[src/rtl/id_track_pkg.sv]
// Shared widths and the per-entry record for the AXI ID tracking table.
package id_track_pkg;

    localparam int unsigned IdCapacity  = 16;
    localparam int unsigned IdWidth     = 4;
    localparam int unsigned MaxTxnPerId = 8;
    localparam int unsigned CntWidth    = 10;
    localparam int unsigned TxnCntWidth = $clog2(MaxTxnPerId + 1);
    localparam int unsigned IdxWidth    = (IdCapacity > 1) ? $clog2(IdCapacity) : 1;

    typedef struct packed {
        logic                   free;
        logic [IdWidth-1:0]     id;
        logic [TxnCntWidth-1:0] txn_cnt;
        logic [CntWidth-1:0]    timer;
    } id_track_t;

    // Value every entry takes on reset: free, no ID, idle timer.
    function automatic id_track_t entry_reset();
        id_track_t e;
        e         = '0;
        e.free    = 1'b1;
        return e;
    endfunction

endpackage

[src/rtl/id_free.sv]
// Extracts the per-entry free bits from the tracking table.
module id_free #(
    parameter int unsigned IdCapacity = 16,
    parameter type         id_track_t = id_track_pkg::id_track_t
) (
    input  id_track_t [IdCapacity-1:0] id_track_i,
    output logic      [IdCapacity-1:0] id_free_o
);

    // One free bit per table entry.
    always_comb begin
        id_free_o = '0;
        for (int i = 0; i < int'(IdCapacity); i++) begin
            id_free_o[i] = id_track_i[i].free;
        end
    end

endmodule

[src/rtl/lzc.sv]
// Leading/trailing zero counter. MODE=0 returns the index of the lowest set
// bit (trailing zeros); MODE=1 returns the number of leading zeros.
module lzc #(
    parameter int unsigned WIDTH     = 2,
    parameter bit          MODE      = 1'b0,
    parameter int unsigned CNT_WIDTH = (WIDTH > 1) ? $clog2(WIDTH) : 1
) (
    input  logic [WIDTH-1:0]     in_i,
    output logic [CNT_WIDTH-1:0] cnt_o,
    output logic                 empty_o
);

    // Scan so that the last hit written is the one the mode asks for.
    always_comb begin
        cnt_o   = '0;
        empty_o = 1'b1;
        if (MODE == 1'b0) begin
            for (int i = int'(WIDTH) - 1; i >= 0; i--) begin
                if (in_i[i]) begin
                    cnt_o   = CNT_WIDTH'(i);
                    empty_o = 1'b0;
                end
            end
        end else begin
            for (int i = 0; i < int'(WIDTH); i++) begin
                if (in_i[i]) begin
                    cnt_o   = CNT_WIDTH'(int'(WIDTH) - 1 - i);
                    empty_o = 1'b0;
                end
            end
        end
    end

endmodule

[src/rtl/id_track_alloc.sv]
// Per-ID tracking table: joins or claims entries on requests, retires on
// last-beat responses, and runs a budget timer per busy entry.
module id_track_alloc
    import id_track_pkg::*;
(
    input  logic                       clk_i,
    input  logic                       rst_i,
    input  logic                       req_valid_i,
    output logic                       req_ready_o,
    input  logic [IdWidth-1:0]         req_id_i,
    input  logic                       rsp_valid_i,
    output logic                       rsp_ready_o,
    input  logic [IdWidth-1:0]         rsp_id_i,
    input  logic                       rsp_last_i,
    input  logic [CntWidth-1:0]        budget_i,
    output id_track_t [IdCapacity-1:0] id_track_o,
    output logic [IdCapacity-1:0]      id_free_o,
    output logic                       full_o,
    output logic                       empty_o,
    output logic [IdCapacity-1:0]      timeout_o,
    output logic                       unexpected_rsp_o
);

    id_track_t [IdCapacity-1:0] entry_q, entry_d;
    logic [IdCapacity-1:0]      timeout_q, timeout_d;
    logic                       unexpected_q, unexpected_d;

    logic [IdCapacity-1:0]      req_match, rsp_match;
    logic                       req_hit, req_fire, rsp_act;
    logic [TxnCntWidth-1:0]     hit_cnt;
    logic [IdxWidth-1:0]        alloc_idx;
    logic                       alloc_none;

    assign id_track_o       = entry_q;
    assign timeout_o        = timeout_q;
    assign unexpected_rsp_o = unexpected_q;
    assign rsp_ready_o      = 1'b1;

    id_free #(
        .IdCapacity (IdCapacity),
        .id_track_t (id_track_t)
    ) u_id_free (
        .id_track_i (entry_q),
        .id_free_o  (id_free_o)
    );

    assign full_o  = ~|id_free_o;
    assign empty_o = &id_free_o;

    // Lowest free index comes from the registered free vector, so an entry
    // freed this cycle is not reusable until the next one.
    lzc #(
        .WIDTH     (IdCapacity),
        .MODE      (1'b0),
        .CNT_WIDTH (IdxWidth)
    ) u_lzc (
        .in_i    (id_free_o),
        .cnt_o   (alloc_idx),
        .empty_o (alloc_none)
    );

    // ID match against busy entries; the matched count is OR-reduced since
    // at most one entry can hold a given ID.
    always_comb begin
        req_match = '0;
        rsp_match = '0;
        hit_cnt   = '0;
        for (int i = 0; i < int'(IdCapacity); i++) begin
            req_match[i] = !entry_q[i].free && (entry_q[i].id == req_id_i);
            rsp_match[i] = !entry_q[i].free && (entry_q[i].id == rsp_id_i);
            if (req_match[i]) begin
                hit_cnt = hit_cnt | entry_q[i].txn_cnt;
            end
        end
    end

    assign req_hit      = |req_match;
    assign req_ready_o  = req_hit ? (hit_cnt < TxnCntWidth'(MaxTxnPerId)) : !full_o;
    assign req_fire     = req_valid_i && req_ready_o;
    assign rsp_act      = rsp_valid_i && rsp_last_i;
    assign unexpected_d = rsp_act && !(|rsp_match);

    for (genvar g = 0; g < int'(IdCapacity); g++) begin : g_entry
        logic      claim, incr, decr;
        id_track_t nxt;
        logic      to_nxt;

        assign claim = req_fire && !req_hit && !alloc_none && (alloc_idx == IdxWidth'(g));
        assign incr  = req_fire && req_match[g];
        assign decr  = rsp_act && rsp_match[g];

        // Entry next state: claim, retire, join, or let the timer run.
        always_comb begin
            nxt    = entry_q[g];
            to_nxt = 1'b0;
            if (claim) begin
                nxt.free    = 1'b0;
                nxt.id      = req_id_i;
                nxt.txn_cnt = TxnCntWidth'(1);
                nxt.timer   = budget_i;
            end else if (decr && !incr && (entry_q[g].txn_cnt == TxnCntWidth'(1))) begin
                nxt.free    = 1'b1;
                nxt.txn_cnt = '0;
                nxt.timer   = '0;
            end else begin
                if (incr && !decr) begin
                    nxt.txn_cnt = entry_q[g].txn_cnt + TxnCntWidth'(1);
                end else if (decr && !incr) begin
                    nxt.txn_cnt = entry_q[g].txn_cnt - TxnCntWidth'(1);
                end
                // A reload wins over the 1->0 step and so suppresses the pulse.
                if (decr) begin
                    nxt.timer = budget_i;
                end else if (!entry_q[g].free && (entry_q[g].timer != '0)) begin
                    nxt.timer = entry_q[g].timer - CntWidth'(1);
                    to_nxt    = (entry_q[g].timer == CntWidth'(1));
                end
            end
        end

        assign entry_d[g]   = nxt;
        assign timeout_d[g] = to_nxt;
    end

    // Table and pulse registers with synchronous reset.
    always_ff @(posedge clk_i) begin
        if (rst_i) begin
            for (int i = 0; i < int'(IdCapacity); i++) begin
                entry_q[i] <= entry_reset();
            end
            timeout_q    <= '0;
            unexpected_q <= 1'b0;
        end else begin
            entry_q      <= entry_d;
            timeout_q    <= timeout_d;
            unexpected_q <= unexpected_d;
        end
    end

endmodule

[config.mk]
export PLATFORM = sky130hd
export DESIGN_NAME = id_track_alloc
export DESIGN_NICKNAME = d
export VERILOG_FILES = /design/src/rtl/id_track_pkg.sv /design/src/rtl/id_free.sv /design/src/rtl/lzc.sv /design/src/rtl/id_track_alloc.sv
export SDC_FILE = /design/constraint.sdc
export NUM_CORES = 1
export LEC_CHECK = 0
export CORE_UTILIZATION = 25
export CTS_BUF_LIST = sky130_fd_sc_hd__clkbuf_4 sky130_fd_sc_hd__clkbuf_8
export CTS_CLUSTER_DIAMETER = 40
export DETAILED_ROUTE_END_ITERATION = 8
export HOLD_SLACK_MARGIN = 0.06
export SLEW_MARGIN = 10
export SYNTH_ARGS = -nofsm -noshare
export SYNTH_HDL_FRONTEND = slang
export SYNTH_SLANG_ARGS = --single-unit
[constraint.sdc]
create_clock -name clk_i -period 9.93 [get_ports clk_i]
set_input_delay 1.986 -clock clk_i [delete_from_list [all_inputs] [get_ports clk_i]]
set_output_delay 1.986 -clock clk_i [all_outputs]
set_load 0.01 [all_outputs]
# Word level (Yosys, flattened, before mapping)
# Cells that the tools add are included.
# word_totals
register_bits,321
inputBits,23
output_inout_bits,341
wordCells,751
# op_classes
addsub,48
magnitude_cmp,1
eq_ne,79
muxes,177
n_bitwise,31
n_reduce_logical,318
# op_table
cell,count
11-bit 2-to-1 mux,32
10-bit 2-to-1 mux,32
4-bit 2-to-1 mux,64
10-bit by 1-bit equality test with 1-bit output (second input constant),16
10-bit nonzero test,16
10-bit by 1-bit subtractor with 10-bit output (second input constant),16
1-bit logical AND,149
4-bit equality test,32
4-bit nonzero test,32
5-bit OR reduction,16
4-bit by 1-bit equality test with 1-bit output (second input constant),17
4-bit by 1-bit adder with 4-bit output (second input constant),16
2-bit nonzero test,32
4-bit by 1-bit subtractor with 4-bit output (second input constant),16
4-bit OR,15
1-bit logical NOT,52
1-bit 2-to-1 mux,49
16-bit OR reduction,3
3-bit OR reduction,16
4-bit equality test (second input constant),8
4-bit by 3-bit equality test with 1-bit output (second input constant),4
1-bit inverter,16
16-bit AND reduction,1
4-bit by 2-bit equality test with 1-bit output (second input constant),2
2 further kinds,2

# Logic depth before layout (Yosys ltp)
# Gate-level depths: netlist (run 1).
# depth
depth_word,43
mapped_depth,24
ltp_nobuf,18

# Modules after synthesis
# A second synthesis (run 1) with hierarchy kept.
# unflattened
hier_cells,2590
area_unflattened_um2,20499.7
# by_module_without_submodules
mod,instances,cells_each,area_per_inst_um2
id_track_alloc,1,2541,20188.1
lzc,1,33,191.4
id_free,1,16,120.1

# Worst setup path before layout (run 1)
# No wires, ideal clock.
# synth_timing
kind,in2out
startpoint,input req_id_i[1]
endpoint,output req_ready_o
arrival_time_ps,3866
setup_slack_ps,4078
stages,11
n_path_buf,4
cell_sequence,buf_6 > buf_6 > xnor2_1 > nand3_1 > nor3_1 > or4_4 > nor2_2 > buf_6 > nand2_1 > mux2i_1 > clkbuf_1
# synth_between
elab_chain_len,35
# synth_lines
element,line_no,text
from (decl),id_track_alloc.sv:10,"input logic [IdWidth-1:0] req_id_i,"
4-bit equality test,id_track_alloc.sv:69,req_match[i] = !entry_q[i].free && (entry_q[i].id == req_id_i);
1-bit logical AND,id_track_alloc.sv:69,
4-bit 2-to-1 mux,id_track_alloc.sv:71,if (req_match[i]) begin
4-bit OR,id_track_alloc.sv:72,hit_cnt = hit_cnt | entry_q[i].txn_cnt;
4-bit 2-to-1 mux,id_track_alloc.sv:71,
4-bit OR,id_track_alloc.sv:72,
4-bit 2-to-1 mux,id_track_alloc.sv:71,
4-bit OR,id_track_alloc.sv:72,
[19 not listed],--,
4-bit OR,id_track_alloc.sv:72,
4-bit 2-to-1 mux,id_track_alloc.sv:71,
4-bit OR,id_track_alloc.sv:72,
4-bit 2-to-1 mux,id_track_alloc.sv:71,
4-bit OR,id_track_alloc.sv:72,
4-bit 2-to-1 mux,id_track_alloc.sv:71,
4-bit < comparator,id_track_alloc.sv:78,assign req_ready_o = req_hit ? (hit_cnt < TxnCntWidth'(MaxTxnPerId)) : !full_o;
1-bit 2-to-1 mux (*),id_track_alloc.sv:78,
to (decl),id_track_alloc.sv:9,"output logic req_ready_o,"
# Mark *: on every way between the ends. The rest lies on a longest branch, timed or not.

# Worst setup path in the final report (run 1)
# layout_timing
startpoint,input req_id_i[0]
endpoint,register entry_q (netlist bit id_track_o[213])
# layout_between
elab_chain_len,42
# layout_lines
element,line_no,text
4-bit equality test,id_track_alloc.sv:69,
1-bit logical AND,id_track_alloc.sv:69,
4-bit 2-to-1 mux,id_track_alloc.sv:71,
4-bit OR,id_track_alloc.sv:72,
4-bit 2-to-1 mux,id_track_alloc.sv:71,
4-bit OR,id_track_alloc.sv:72,
4-bit 2-to-1 mux,id_track_alloc.sv:71,
4-bit OR,id_track_alloc.sv:72,
[25 not listed],--,
4-bit < comparator,id_track_alloc.sv:78,
1-bit 2-to-1 mux,id_track_alloc.sv:78,
1-bit logical AND,id_track_alloc.sv:79,assign req_fire = req_valid_i && req_ready_o;
1-bit logical AND,id_track_alloc.sv:89,assign incr = req_fire && req_match[g];
1-bit logical NOT,id_track_alloc.sv:101,end else if (decr && !incr && (entry_q[g].txn_cnt == TxnCntWidth'(1))) begin
1-bit logical AND (2 in series),id_track_alloc.sv:101,
11-bit 2-to-1 mux,id_track_alloc.sv:101,
11-bit 2-to-1 mux,id_track_alloc.sv:96,if (claim) begin
"to (signal, indexed assignment)",id_track_alloc.sv:129,entry_q[i] <= entry_reset();
to (signal assigned),id_track_alloc.sv:134,entry_q <= entry_d;
to (decl),id_track_alloc.sv:24,"id_track_t [IdCapacity-1:0] entry_q, entry_d;"
# Parallel ways exist; a longest one is shown, timed or not.
# A chain may end at the register's enable or synchronous reset.

==> out/results.ini, run 1 <==
[critical_path]
crit_path_end_kind = register
arrival_ps = 7900
worstPathRequired_ps = 10500
slowest_delay_ps = 860
crit_chain = buf_2, xnor2_1, nand3_1, nor3_1, or4_4, nor2_2, buf_4, nand2_1, mux2i_1, buf_4, and2_1, nand2b_1, ha_1, nand2_1, nor3_1, or2_2, a31oi_1, nor2b_1, a221oi_1, a211oi_1
cp_max_fo = 32
crit_type = input port to register
crit_path_top_delay_cell = a31oi_1
reg2reg_slack_ps = 4110
crit_path_start_kind = input port

[logic_synthesis]
synth_top_cell_by_area = dfxtp_1
synth_cells = 2610
ys_types = 84
synthArstFlopShare = 0
ys_ff_latch = 321
synth_ff_type = dfxtp_1
synth_nets = 2745
synth_top_area_share = 0.311
ys_warn_count = 0
syn_area_per_cell_um2 = 7.93
synth_edf_count = 0
yosys-top-cells-area = dfxtp_1 (31%), ha_1 (6.8%), nor2_1 (6.7%)
syn_area_um2 = 20700
synth_seq_area_share = 0.311

[routing]
drt-vias-per-instance = 5.14
ant_nets = 0
drc = 0
drt_pass1_iterations = 8
wl_per_cell_um = 22.1
routed_wl_um = 89900
route.vias.total = 20900
drt_iter0_markers = 1702

[power_and_ir_drop]
p_comb_frac = 0.085
irDropWorstVdd_uv = 123
sw_frac_of_total = 0.267
p_seq_frac = 0.368
internal-power_mw = 2.66
pwr-share-clk = 0.547
switching_power_mw = 0.970
p_leak_nw = 10.5
power_mw = 3.63
power_density_nw_per_um2 = 134

[global_route]
grt_overflow_total = 0
grt_pass1_vias = 19300
grt_use_total = 0.206
grt_first_pass_wirelength_um = 129000
grt_max_degree = 103
antenna_found_initial = 2

[timing]
period_needed_ps = 7330
finClkSkew_ps = 39.2
slew_violations = 0
finalSetupViolations = 0
rsz0062_at_grt = false
worst_slew_pin_slew_ps = 1180
hold_violations = 0
max_slew_margin = 0.209
fmax_mhz = 136
fin_crit_sh = 0.738
tns_ps = 0

[place]
place_congestion = 0.934
io_buffer_count = 362
dp_hpwl_um = 65600

[run_status]
status = complete, no violations

[die]
fp.dieW_um = 290
start_util = 0.252
die_h_um = 290
row_count = 105
coreArea_um2 = 82000
io_pins = 364
die_area_um2 = 83900

[clock_tree]
clock_sinks = 321
cts_root_buffer = clkbuf_8
clock_path_buffers = 3
cts_tree = yes
cts_setup_buffers = 0
holdBufCountCts = 0
htree_levels = 3
clock_latency_ps = 690
ctsResizeCount = 0
clkTransAtPathRegs_ps = 60
cts_buffers = 80

[finish]
drive_gt1_frac = 0.0982
diodes = 0
nNetsFinal = 3064
area_growth_pct = 30.3

[job]
max_cap_viol_count = 0

[worst_hold_path]
min_path_type = register to register

cell usage in the layout, fill, tap and decap left out, drive strengths merged, types with 117 or more instances in the layout:
cell / n
dfxtp: 321
a21oi: 189
inv: 126
nor3: 143
clkbuf: 117
clkdlybuf4s50: 350
nand2: 196
nor2: 370
xnor2: 144
critical path, delay by kind of cell:
family / cells / cell delay [ps]
and+or+nand+nor: 11 / 2840
AOI/OAI and AO/OA: 3 / 1230
buffers and inverters: 3 / 1170
adders and majority gates: 1 / 220
xor gates and xnor gates: 1 / 190
muxes: 1 / 180
area by class of cell:
| cell class | instances | area [um2] |
|---|---|---|
| clock buffer | 116 | 1480 |
| clock inverter | 32 | 464 |
| tap | 1070 | 1340 |
| timing repair buffer | 398 | 3840 |
| multi-input combinational | 2006 | 12900 |
| sequential | 321 | 6430 |
| fill | 8693 | 55000 |
| inverter | 122 | 458 |
power by group through the flow:
stage	combinational [mW]	sequential, mW	clock, mW
after global routing	0.334	1.34	2.07
after detailed placement	0.307	1.36	0
after floorplan	0.190	1.36	0
after CTS	0.308	1.34	2.02
after global placement	0.304	1.36	0
final	0.307	1.34	1.98
cells by family after synthesis:
| logic type | share of synthesized area |
|---|---|
| AND/OR/NAND/NOR | 0.258 |
| AO/OA/AOI/OAI | 0.169 |
| flip-flops | 0.311 |
| buffers and inverters | 0.0645 |
| XOR/XNOR | 0.108 |
| adder cells (fa/ha/maj) | 0.0677 |
| multiplexers | 0.0223 |
| other | 0.000181 |
per-layer routing:
layer / track usage / up-vias / routed length, um
met5: 0 / - / 13
met3: 0.0553 / 138 / 7340
met2: 0.344 / 789 / 42400
met4: 0.0647 / 2 / 2650
met1: 0.256 / 10100 / 37400
li1: - / 9891 / -
synth_stat cells (all sizes together), types with 61 or more instances:
cell type,n
nor3,143
inv,122
xnor2,144
nand3,61
nor2,370
ha,112
xor2,112
nand2,196
dfxtp,321
buf,81
clkbuf,80
o21ai,64
a21oi,189
through the flow:
step | hold slack (ps) | cells | area (um2) | setup slack [ps] | util
after floorplan | 512 | 2610 | 20700 | 4080 | -
after global placement | 492 | 3917 | 25000 | 2190 | 0.305
after global routing | 550 | 4065 | 27000 | 2340 | 0.329
after CTS | 518 | 4065 | 27000 | 2660 | 0.329
after detailed placement | 506 | 3917 | 25000 | 2070 | 0.305
final | 517 | 4065 | 27000 | 2600 | 0.329
final timing paths:
check             cells past startpoint                         start                           end
hold / removal                        2  id_track_o[213]$_SDFFE_PP0P_  id_track_o[213]$_SDFFE_PP0P_
setup reg to reg                     17  id_track_o[303]$_SDFFE_PP1P_  id_track_o[213]$_SDFFE_PP0P_
hold reg to reg                       2  id_track_o[213]$_SDFFE_PP0P_  id_track_o[213]$_SDFFE_PP0P_
setup / recovery                     20                   req_id_i[0]  id_track_o[213]$_SDFFE_PP0P_
registers in the layout (all words and copies together) (netlist names):
| name | cells |
|---|---|
| timeout_o | 16 |
| id_track_o | 304 |
| unexpected_rsp_o | 1 |
Power figures use the tool's default switching activity.
==> inputs of run 2 (changes only) <==
==> constraint.sdc (replaced) <==
create_clock -name clk_i -period 6.8 [get_ports clk_i]
set_input_delay 1.36 -clock clk_i [delete_from_list [all_inputs] [get_ports clk_i]]
set_output_delay 1.36 -clock clk_i [all_outputs]
set_load 0.01 [all_outputs]
==> run 2 against run 1 <==
Power grew 42%. Clock skew shrank 0.64 ps. Clock power grew 38%. Highest routed layer is now met4. Global-route usage grew 0.24 points. Via count grew 0.72%. First-iteration DRC count shrank 1.5%. Largest cell class unchanged. Final cell count grew 0.42%. Combinational power grew 50%. Sequential power grew 46%. Register-to-register slack lost 2400 ps.
==> out/results.ini, run 2 (synthesis gave the netlist of run 1 again) <==
[place]
pre_cts_slack_ps = 687
dp_hpwl_um = 66700
place_area_um2 = 25200
dpl.cell_count = 3939
io_buffer_count = 362
place_congestion = 0.919

[critical_path]
arrival_ps = 4610
r2r-end = id_track_o[120]$_SDFFE_PP0P_
crit_path_start_kind = input port
critPathBufInv = 4
crit_type = input port to output pin
critical-path-top-delay-family = buffers and inverters
cp_max_fo = 23
crit_chain = buf_2, buf_12, xnor2_1, nand3_1, nor3_1, nand4b_1, nor2_1, nand2_1, mux2i_1, buf_4, clkdlybuf4s50_1
reg2reg_slack_ps = 1720
crit_path_end_kind = output pin
reg2regPathDepth = 18
crit_path_top_delay_cell = clkdlybuf4s50_1
rr_startpoint = id_track_o[227]$_SDFFE_PP1P_
worstPathRequired_ps = 5440
slowest_delay_ps = 660

[die]
coreArea_um2 = 82000
die_area_um2 = 83900
io_pins = 364
row_count = 105
fp.dieW_um = 290
die_h_um = 290
start_util = 0.252

[global_route]
grt_first_pass_wirelength_um = 130000
grt_pass1_vias = 19300
grt_use_total = 0.208
grt_max_degree = 143
grt_overflow_total = 0
antenna_found_initial = 0

[power_and_ir_drop]
power_mw = 5.14
p_leak_nw = 10.6
irDropWorstVdd_uv = 129
power_density_nw_per_um2 = 190

[finish]
nNetsFinal = 3083
final_cell_mix = nor2_1 (369), clkdlybuf4s50_1 (350), dfxtp_1 (321)
fillers = 8623
area_growth_pct = 30.6
fin_cells = 4082
layout.cells.most_common = nor2_1
final_area_um2 = 27000
fin_util = 0.330
drive_gt1_frac = 0.102
largest_register_ffs = 304

[clock_tree]
clock_sinks = 321
ctsResizeCount = 0
htree_levels = 3
cts_tree = yes
clock_path_buffers = 3
clock_latency_ps = 690
holdBufCountCts = 0
cts_root_buffer = clkbuf_8
clkTransAtPathRegs_ps = 60
cts_setup_buffers = 0
cts_buffers = 77

[timing]
finalSetupViolations = 0
hold_violations = 0
worst_slew_pin_slew_ps = 1320
max_slew_margin = 0.118
setup_ws_ps = 834
finClkSkew_ps = 38.6
fmax_mhz = 168
slew_violations = 0
period_needed_ps = 5970
tns_ps = 0
rsz0062_at_grt = false
fin_crit_sh = 0.877
worst_hold_slack_ps = 504

[routing]
route.vias.total = 21100
drt-vias-per-instance = 5.16
routed_wl_um = 90300
drt_iter0_markers = 1676
drt_pass1_iterations = 6
ant_nets = 0
wl_per_cell_um = 22.1
drc = 0

[run_status]
status = complete, no violations

[job]
max_cap_viol_count = 0

[worst_hold_path]
min-delay-start = id_track_o[213]$_SDFFE_PP0P_
min_path_cells = 2
hold_end = id_track_o[213]$_SDFFE_PP0P_
min_path_type = register to register

## run 2: changes by cell type in the layout (fill, tap and decap cells not counted), moves of 2 or more
cell	before	now
clkinvlp_4	7	9
buf_4	36	56
buf_12	0	2
clkbuf_4	18	14
diode_2	0	3
clkbuf_8	99	91
clkinv_4	0	2
## run 2: metal layers
metal	track usage	part of all wire	vias to the layer above
li1	-	-	9933
met1	0.256	0.41	10100
met2	0.344	0.47	894
met3	0.0605	0.089	157
met4	0.0751	0.034	0
met5	0	0	-
## run 2: worst max-delay path by stage
| stage | startpoint | cells after the start | endpoint | slack (ps) |
|---|---|---|---|---|
| after detailed placement | req_id_i[2] | 20 | id_track_o[120]$_SDFFE_PP0P_ | 690 |
| after CTS | req_id_i[2] | 11 | req_ready_o | 930 |
| after global routing | req_id_i[2] | 11 | req_ready_o | 720 |
| after floorplan | req_id_i[1] | 23 | id_track_o[231]$_SDFFE_PP0P_ | 1790 |
| after global placement | req_id_i[2] | 20 | id_track_o[122]$_SDFFE_PP0P_ | 680 |
| final | req_id_i[2] | 11 | req_ready_o | 830 |
## run 2: area by class of cell
cell class              count  area, um2  share of cell area
multi-input cells        2006      12900               0.479
flip-flops and latches    321       6430               0.238
repair buffers            420       4030               0.149
clock buffers             104       1340              0.0497
well taps                1070       1340              0.0495
clock inverters            36        483              0.0179
inverters                 122        458              0.0169
diodes                      3       7.51            0.000278
## run 2: worst register-to-register path: stages (launching register included)
cell and delay (ps):
dfxtp_1 770, inv_1 390, nand3_1 220, buf_4 140
o22ai_1 70, a221oi_1 320, nand3_1 120, mux2i_1 470
and2_1 480, nand2b_1 170, ha_1 230, nand2_1 70
nor3_1 80, or2_2 340, a41oi_1 170, buf_4 210
nor2b_1 440, a221oi_1 100, nor3_1 200
## run 2: where the power goes
part / leakage [nW] / internal (mW) / switching, mW
Clock: 0.926 / 1.68 / 1.06
Combinational: 7.07 / 0.175 / 0.284
Sequential: 2.59 / 1.91 / 0.0388
Total: 10.6 / 3.76 / 1.38
